[src/rtl/alu_issue_pkg.sv]
// rtl/alu_issue_pkg.sv - shared types, opcodes and instruction field layout for the ALU operand issuer
package alu_issue_pkg;

    localparam int ALU_DATA_W = 8;
    localparam int ALU_NREG   = 8;
    localparam int ALU_AW     = $clog2(ALU_NREG);
    localparam int ALU_CNT_W  = 16;

    typedef enum logic [1:0] {
        IDLE = 2'd0,
        EXEC = 2'd1,
        WB   = 2'd2
    } state_t;

    localparam logic [2:0] OP_ADD   = 3'd0;
    localparam logic [2:0] OP_SUB   = 3'd1;
    localparam logic [2:0] OP_AND   = 3'd2;
    localparam logic [2:0] OP_OR    = 3'd3;
    localparam logic [2:0] OP_XOR   = 3'd4;
    localparam logic [2:0] OP_SHL   = 3'd5;
    localparam logic [2:0] OP_SHR   = 3'd6;
    localparam logic [2:0] OP_PASSB = 3'd7;

    localparam int OP_MSB     = 15;
    localparam int OP_LSB     = 13;
    localparam int RD_MSB     = 12;
    localparam int RD_LSB     = 10;
    localparam int RS1_MSB    = 9;
    localparam int RS1_LSB    = 7;
    localparam int RS2_MSB    = 6;
    localparam int RS2_LSB    = 4;
    localparam int IMM_EN_BIT = 3;
    localparam int RSVD_MSB   = 2;
    localparam int RSVD_LSB   = 0;

    typedef struct packed {
        logic [2:0] op;
        logic [2:0] rd;
        logic [2:0] rs1;
        logic [2:0] rs2;
        logic       imm_en;
        logic [2:0] rsvd;
    } instr_t;

    // Field extraction by named bit positions so the layout lives in one place
    function automatic instr_t decode_instr(input logic [15:0] raw);
        instr_t d;
        d.op     = raw[OP_MSB:OP_LSB];
        d.rd     = raw[RD_MSB:RD_LSB];
        d.rs1    = raw[RS1_MSB:RS1_LSB];
        d.rs2    = raw[RS2_MSB:RS2_LSB];
        d.imm_en = raw[IMM_EN_BIT];
        d.rsvd   = raw[RSVD_MSB:RSVD_LSB];
        return d;
    endfunction

endpackage

[src/rtl/alu_issue_regfile.sv]
// rtl/alu_issue_regfile.sv - operand register file with two read ports, debug read and r0 tied to zero
module alu_issue_regfile
    import alu_issue_pkg::*;
#(
    parameter int DATA_W = ALU_DATA_W,
    parameter int NREG   = ALU_NREG,
    parameter int AW     = ALU_AW
) (
    input  logic              clk,
    input  logic              rst_n,
    input  logic [AW-1:0]     rs1_addr_i,
    output logic [DATA_W-1:0] rs1_data_o,
    input  logic [AW-1:0]     rs2_addr_i,
    output logic [DATA_W-1:0] rs2_data_o,
    input  logic [AW-1:0]     dbg_addr_i,
    output logic [DATA_W-1:0] dbg_data_o,
    input  logic              we_i,
    input  logic [AW-1:0]     waddr_i,
    input  logic [DATA_W-1:0] wdata_i
);

    logic [DATA_W-1:0] regs_q [NREG];

    // Single write port; entry 0 is cleared on reset and never written, so it always reads zero
    always_ff @(posedge clk or negedge rst_n) begin
        if (!rst_n) begin
            for (int i = 0; i < NREG; i++) begin
                regs_q[i] <= '0;
            end
        end else if (we_i && (waddr_i != '0)) begin
            regs_q[waddr_i] <= wdata_i;
        end
    end

    assign rs1_data_o = regs_q[rs1_addr_i];
    assign rs2_data_o = regs_q[rs2_addr_i];
    assign dbg_data_o = regs_q[dbg_addr_i];

endmodule

[src/rtl/alu_operand_issue.sv]
// rtl/alu_operand_issue.sv - decodes instructions, issues registered operands to the ALU and writes results back
module alu_operand_issue
    import alu_issue_pkg::*;
#(
    parameter int DATA_W = ALU_DATA_W,
    parameter int NREG   = ALU_NREG,
    parameter int CNT_W  = ALU_CNT_W
) (
    input  logic                       clk,
    input  logic                       rst_n,
    input  logic                       instr_valid,
    output logic                       instr_ready,
    input  logic [15:0]                instr,
    input  logic [DATA_W-1:0]          instr_imm,
    output logic [DATA_W-1:0]          alu_a,
    output logic [DATA_W-1:0]          alu_b,
    output logic [2:0]                 alu_op,
    input  logic [DATA_W-1:0]          alu_out,
    output logic                       res_valid,
    output logic [$clog2(NREG)-1:0]    res_rd,
    output logic [DATA_W-1:0]          res_data,
    output logic [CNT_W-1:0]           retire_cnt,
    input  logic [$clog2(NREG)-1:0]    dbg_addr,
    output logic [DATA_W-1:0]          dbg_data
);

    localparam int AW = $clog2(NREG);

    state_t            state_q, state_d;
    logic [DATA_W-1:0] alu_a_q, alu_b_q, res_data_q;
    logic [2:0]        alu_op_q;
    logic [AW-1:0]     rd_q, res_rd_q;
    logic              res_valid_q;
    logic [CNT_W-1:0]  retire_cnt_q;

    instr_t            dec;
    logic              accept;
    logic              fwd_rs1, fwd_rs2;
    logic [DATA_W-1:0] rf_rs1_data, rf_rs2_data;
    logic [DATA_W-1:0] opa_d, opb_d;
    logic              rf_we;
    logic              unused_rsvd;

    assign dec         = decode_instr(instr);
    assign unused_rsvd = ^dec.rsvd;

    // Ready is forced low while reset is asserted even though the state already reads IDLE
    assign instr_ready = rst_n && ((state_q == IDLE) || (state_q == WB));
    assign accept      = instr_valid && instr_ready;

    // The result being written back this cycle is not yet in the array, so a WB-cycle accept
    // that names that register must take it from res_data; r0 never forwards
    assign fwd_rs1 = (state_q == WB) && (res_rd_q != '0) && (dec.rs1 == res_rd_q);
    assign fwd_rs2 = (state_q == WB) && (res_rd_q != '0) && (dec.rs2 == res_rd_q);

    // Operand selection: bypass over array read, immediate overrides rs2
    always_comb begin
        opa_d = fwd_rs1 ? res_data_q : rf_rs1_data;
        opb_d = rf_rs2_data;
        if (dec.imm_en) begin
            opb_d = instr_imm;
        end else if (fwd_rs2) begin
            opb_d = res_data_q;
        end
    end

    // Next-state: one EXEC cycle, one WB cycle, WB may overlap the next accept
    always_comb begin
        state_d = state_q;
        case (state_q)
            IDLE:    state_d = accept ? EXEC : IDLE;
            EXEC:    state_d = WB;
            WB:      state_d = accept ? EXEC : IDLE;
            default: state_d = IDLE;
        endcase
    end

    // FSM state plus all registered issue/write-back outputs
    always_ff @(posedge clk or negedge rst_n) begin
        if (!rst_n) begin
            state_q      <= IDLE;
            alu_a_q      <= '0;
            alu_b_q      <= '0;
            alu_op_q     <= '0;
            rd_q         <= '0;
            res_valid_q  <= 1'b0;
            res_rd_q     <= '0;
            res_data_q   <= '0;
            retire_cnt_q <= '0;
        end else begin
            state_q <= state_d;
            if (accept) begin
                alu_op_q <= dec.op;
                rd_q     <= dec.rd;
                alu_a_q  <= opa_d;
                alu_b_q  <= opb_d;
            end
            if (state_q == EXEC) begin
                res_data_q <= alu_out;
                res_rd_q   <= rd_q;
            end
            res_valid_q <= (state_q == EXEC);
            if (state_q == WB) begin
                retire_cnt_q <= retire_cnt_q + CNT_W'(1);
            end
        end
    end

    assign rf_we = (state_q == WB);

    alu_issue_regfile #(
        .DATA_W (DATA_W),
        .NREG   (NREG),
        .AW     (AW)
    ) u_regfile (
        .clk        (clk),
        .rst_n      (rst_n),
        .rs1_addr_i (dec.rs1),
        .rs1_data_o (rf_rs1_data),
        .rs2_addr_i (dec.rs2),
        .rs2_data_o (rf_rs2_data),
        .dbg_addr_i (dbg_addr),
        .dbg_data_o (dbg_data),
        .we_i       (rf_we),
        .waddr_i    (res_rd_q),
        .wdata_i    (res_data_q)
    );

    assign alu_a      = alu_a_q;
    assign alu_b      = alu_b_q;
    assign alu_op     = alu_op_q;
    assign res_valid  = res_valid_q;
    assign res_rd     = res_rd_q;
    assign res_data   = res_data_q;
    assign retire_cnt = retire_cnt_q;

endmodule

[config.mk]
export PLATFORM = sky130hd
export DESIGN_NAME = alu_operand_issue
export DESIGN_NICKNAME = d
export VERILOG_FILES = /design/src/rtl/alu_issue_pkg.sv /design/src/rtl/alu_issue_regfile.sv /design/src/rtl/alu_operand_issue.sv
export SDC_FILE = /design/constraint.sdc
export NUM_CORES = 1
export LEC_CHECK = 0
export ABC_AREA = 0
export BUFFER_PORTS_ARGS = -buffer_cell sky130_fd_sc_hd__buf_2
export CAP_MARGIN = 20
export CORE_MARGIN = 5
export CORE_UTILIZATION = 50
export CTS_BUF_LIST = sky130_fd_sc_hd__clkbuf_8
export DETAILED_ROUTE_END_ITERATION = 16
export GPL_ROUTABILITY_DRIVEN = 0
export PLACE_DENSITY = 0.71
export SETUP_SLACK_MARGIN = 0.02
export SYNTH_ARGS = -nofsm -noshare
export SYNTH_HDL_FRONTEND = slang
export SYNTH_SLANG_ARGS = --single-unit
[constraint.sdc]
create_clock -name clk -period 2.6 [get_ports clk]
set_clock_uncertainty 0.2 [all_clocks]
set_input_delay 0.52 -clock clk [delete_from_list [all_inputs] [get_ports clk]]
set_output_delay 0.52 -clock clk [all_outputs]
set_load 0.01 [all_outputs]
=== Word-level counts from Yosys, hierarchy flattened ===
Index checks and enable logic that the tools add are counted.

* Register bits after elaboration: 116
* Output and inout port bits: 56
* Logic and storage cells: 58

* Eq/ne operators: 4
* $add $sub $neg: 1
* Order comparisons: 5
* Muxes and demuxes: 17
* Reduce and logical (&&, ||, !) cells: 10
* Bitwise gates (word level): 4

{| class="wikitable"
|+ Operator list
! cell !! count
|-
| $mux 8 || 10
|-
| $bmux 8 s3 || 3
|-
| $bwmux 64 || 1
|-
| $demux 8 s3 || 1
|-
| $add 16x1->16 const B || 1
|-
| $ge 4x4->1 const B || 4
|-
| $not 3->4 || 4
|-
| $eq 3x3->1 || 2
|-
| $logic_and 1x1->1 || 6
|-
| $lt 4x1->1 const B || 1
|-
| $pmux 2 s2 || 1
|-
| $reduce_bool 3->1 || 1
|-
| $eq 2x1->1 const B || 1
|-
| $eq 2x2->1 const B || 1
|-
| $logic_not 2->1 || 1
|-
| $reduce_or 2->1 || 1
|-
| $logic_or 1x1->1 || 1
|-
| $mux 1 || 1
|}

=== Depth between registers and ports, before layout ===
* Depth in word-level cells: 6
* Mapped depth: 7

=== Cells and area by module ===
Synthesis repeated with hierarchy kept, for this count alone.

* Cells, all modules: 461
* Area total of the unflattened synthesis: 6,389.9 um^2

{| class="wikitable"
|+ Modules (own cells, without submodules)
! module !! cells an instance !! instances !! area an instance (um^2)
|-
| alu_issue_regfile || 229 || 1 || 3,991.3
|-
| alu_operand_issue || 232 || 1 || 2,398.6
|}

=== Least setup slack after synthesis ===
OpenSTA, ideal clock, no wires.

* Kind: input-to-output
* From: input port dbg_addr[0]
* To: output port dbg_data[3]
* Setup slack: 0.025 ns
* Arrival: 1.855 ns
* Cell stages on the path: 4
* Cells stage by stage: buf_2 buf_2 mux4_2 mux2_2

* Longest elaborated chain between the ends: 4

{| class="wikitable"
|+ RTL lines
! what !! line !! RTL
|-
| start, declared || alu_operand_issue.sv:23 || <nowiki>input logic [$clog2(NREG)-1:0] dbg_addr,</nowiki>
|-
| $not 3->4 (not written as such) || alu_issue_regfile.sv:37 || <nowiki>assign dbg_data_o = regs_q[dbg_addr_i];</nowiki>
|-
| $bmux 8 s3 || alu_issue_regfile.sv:37 ||
|-
| $mux 8 (not written as such) (2 in series) || alu_issue_regfile.sv:37 ||
|-
| end, declared || alu_operand_issue.sv:24 || <nowiki>output logic [DATA_W-1:0] dbg_data</nowiki>
|}

No other way between the ends. The select of a mux whose other input is x is not followed.

=== Final worst setup path ===
* From: register u_regfile.regs_q[3] in the netlist's numbering
* To: output port dbg_data[3]

* Longest elaborated chain between the ends: 3

{| class="wikitable"
|+ RTL lines
! what !! line !! RTL
|-
| start, declared || alu_issue_regfile.sv:22 || <nowiki>logic [DATA_W-1:0] regs_q [NREG];</nowiki>
|-
| start signal, assigned by index || alu_issue_regfile.sv:31 || <nowiki>regs_q[waddr_i] <= wdata_i;</nowiki>
|-
| $bmux 8 s3 || alu_issue_regfile.sv:37 ||
|-
| $mux 8 (not written as such) (2 in series) || alu_issue_regfile.sv:37 ||
|}

No other way between the ends. The select of a mux whose other input is x is not followed.

==> impl_metrics.tcl <==
set metrics [dict create \
    crit_arrival_ns 1.76 \
    dr.pass1.iters 4 \
    cts_max_level 4 \
    antenna_left 0 \
    cap_viol_max_count 0 \
    antenna_cells 0 \
    drt-initial-drc-count 357 \
    max-vdd-ir-drop_uv 460 \
    grt_usage_pct 22.1 \
    die_y_um 122 \
    ys_seq_area_share_pct 46.0 \
    min_period_over_period_pct 95.4 \
    worstSetupPathType "register to primary output" \
    gr-total-overflow 0 \
    synth_top_area_cell "dfrtp_1" \
    hold_ws_ns -0.0695 \
    vias_per_cell 5.91 \
    synth_ff_type "dfrtp_1" \
    drive_gt1_share_pct 45.5 \
    postSynthAreaPerCell_um2 13.4 \
    cts_tree "done" \
    design_area_um2 7310 \
    syn-cell-area_um2 6250 \
    synth_most_common_cell "dfrtp_1" \
    grt_max_degree 117 \
    cts_sinks 115 \
    reg2reg_from "state_q[0]$_DFF_PN0_" \
    final_util_pct 60.3 \
    rows 40 \
    grt_pass1_wl_um 25100 \
    crit_path_end_kind "primary output" \
    core_um2 12100 \
    drc 0 \
    synth_top_area_share_pct 46.0 \
    final_max_slew_viol_count 0 \
    syn-num-nets 507 \
    n_fill_cell 971 \
    setup_viol 0 \
    clk_path_buf_depth 2 \
    ys_async_sr_fraction_pct 100 \
    violations "negative hold slack" \
    p_leak_uw 0.00348 \
    drt-total-wl_um 15300 \
    initial_core_util_pct 51.6 \
    clkLatencyLatePin_ns 0.44 \
    path_max_fanout 4 \
    slew_headroom_pct 50.0 \
    grt_pass1_vias 4507 \
    place_area_um2 6920 \
    fmax_ghz 0.403 \
    dpl.hpwl_um 10600 \
    yosysUniqueCellTypes 45 \
    grt_setup_unrepaired "no" \
    netlist_instances 468 \
    path_clk_slew_ns 0.07 \
    status "finished with violations" \
    period_minus_slack_ns 2.48 \
    power.density_nw_per_um2 860 \
    dieArea_um2 14800 \
    ctsResizeCount 0 \
    yosysWarnings 0 \
    areaGrowthSynthToFinish_pct 16.9 \
    cts_hold_buf 0 \
    die_x_um 122 \
    nNetsFinal 595 \
    post_cts.repair.setup_buffers 0 \
    fin_tns_setup_ns 0 \
    finalPower_uw 6280 \
    start_kind "register" \
    port_buffers 90 \
    tightestPinTransition_ns 0.750 \
    hold_viol_final 20 \
    synth_common_cells "dfrtp_1, mux2_2, nand2_1" \
    synth_edf_count 0 \
    critPathLaunch "u_regfile.regs_q[3]$_DFFE_PN0P_" \
    hold_class "input port to async pin" \
    root_buffer "clkbuf_8" \
    antenna_found_initial 0 \
    synthTopCellsByArea "dfrtp_1, mux2_2, mux4_2, mux4_1, nand2_1" \
    vias 4347 \
    ys_ff_latch 115 \
    critPathRequiredTime_ns 1.88 \
    wl_per_cell_um 20.9 \
    ios 94 \
    cts_buffers 17 \
]
## path summary, 6_finish.rpt
kind	to	slack, ns	cells after the start
max reg2reg	alu_a[6]$_DFFE_PN0P_	0.39	4
min reg2reg	u_regfile.regs_q[57]$_DFFE_PN0P_	0.22	0
min in group clk	alu_op[0]$_DFFE_PN0P_	0.07	3
max	dbg_data[3]	0.12	3
max in group asynchronous	retire_cnt[6]$_DFFE_PN0N_	1.75	2
min	alu_op[0]$_DFFE_PN0P_	-0.07	2
## cells by family after synthesis
family	share of synthesized area, %
adders and majority gates	0.200
xor gates and xnor gates	2.78
DFF	46.0
AOI/OAI and AO/OA	6.38
buffers and inverters	3.76
and+or+nand+nor	7.94
muxes	32.9
## per-stage QoR
| step | cells | worst slack, ns | hold slack (ns) |
|---|---|---|---|
| global placement | 705 | 0.143 | 0.195 |
| floorplan | 468 | 0.0253 | 0.0244 |
| finish | 735 | 0.121 | -0.0695 |
| global route | 735 | 0.0758 | 0.0108 |
| detailed placement | 705 | 0.138 | 0.201 |
| CTS | 735 | 0.102 | 0.00307 |
## power breakdown
group          internal (uW)  switching, uW  total [uW]
logic                   1090            735        1830
registers               2290            556        2840
clock network            912            695        1610
total                   4300           1990        6280
## flip-flops by register name (all words and copies together) (netlist names)
name,count
res_data,8
alu_a,8
alu_b,8
res_valid,1
rd_q,3
state_q,1
res_rd,3
u_regfile.regs_q,64
alu_op,3
retire_cnt,16
## layer usage
| metal | routed length (um) | track usage [%] | vias to the layer above | share of wire (%) |
|---|---|---|---|---|
| met5 | 0 | 0 | - | 0 |
| met4 | 244 | 7.28 | 0 | 1.6 |
| met3 | 1290 | 5.15 | 20 | 8.4 |
| met2 | 7160 | 35.3 | 224 | 47 |
| met1 | 6650 | 30.2 | 2173 | 43 |
| li1 | - | - | 1930 | - |
## placed cells by master (no fill, tap or decap), drive strengths merged, types with 2 or more instances in the layout
master | Yosys | layout
inv | 9 | 11
a41oi | 7 | 7
buf | 19 | 108
nand2 | 41 | 41
and3 | 4 | 4
nor3b | 2 | 2
nor2 | 16 | 16
dfrtp | 115 | 115
xor2 | 6 | 6
nor3 | 3 | 3
mux2i | 9 | 9
a21o | 7 | 7
clkinv | 0 | 3
nand4 | 2 | 2
nand3b | 11 | 11
or2 | 3 | 3
mux2 | 74 | 74
nand2b | 2 | 2
nor2b | 3 | 3
a21oi | 8 | 8
nand3 | 4 | 4
clkbuf | 20 | 24
mux4 | 48 | 48
o21ai | 25 | 25
xnor2 | 13 | 13
a221oi | 8 | 8
## critical path: stages (launching register included)
cell     delay [ns]
dfrtp_1        0.41
mux4_2         0.47
mux2_2         0.29
buf_2          0.14
## cell type report
class | count | area (um2) | area share, %
Timing Repair Buffer | 108 | 663 | 9.08
Clock inverter | 6 | 52.6 | 0.719
Sequential cell | 115 | 2880 | 39.4
Tap cell | 168 | 210 | 2.88
Clock buffer | 24 | 330 | 4.52
Inverter | 9 | 33.8 | 0.462
Multi-Input combinational cell | 305 | 3140 | 43.0
Power figures use the tool's default switching activity.
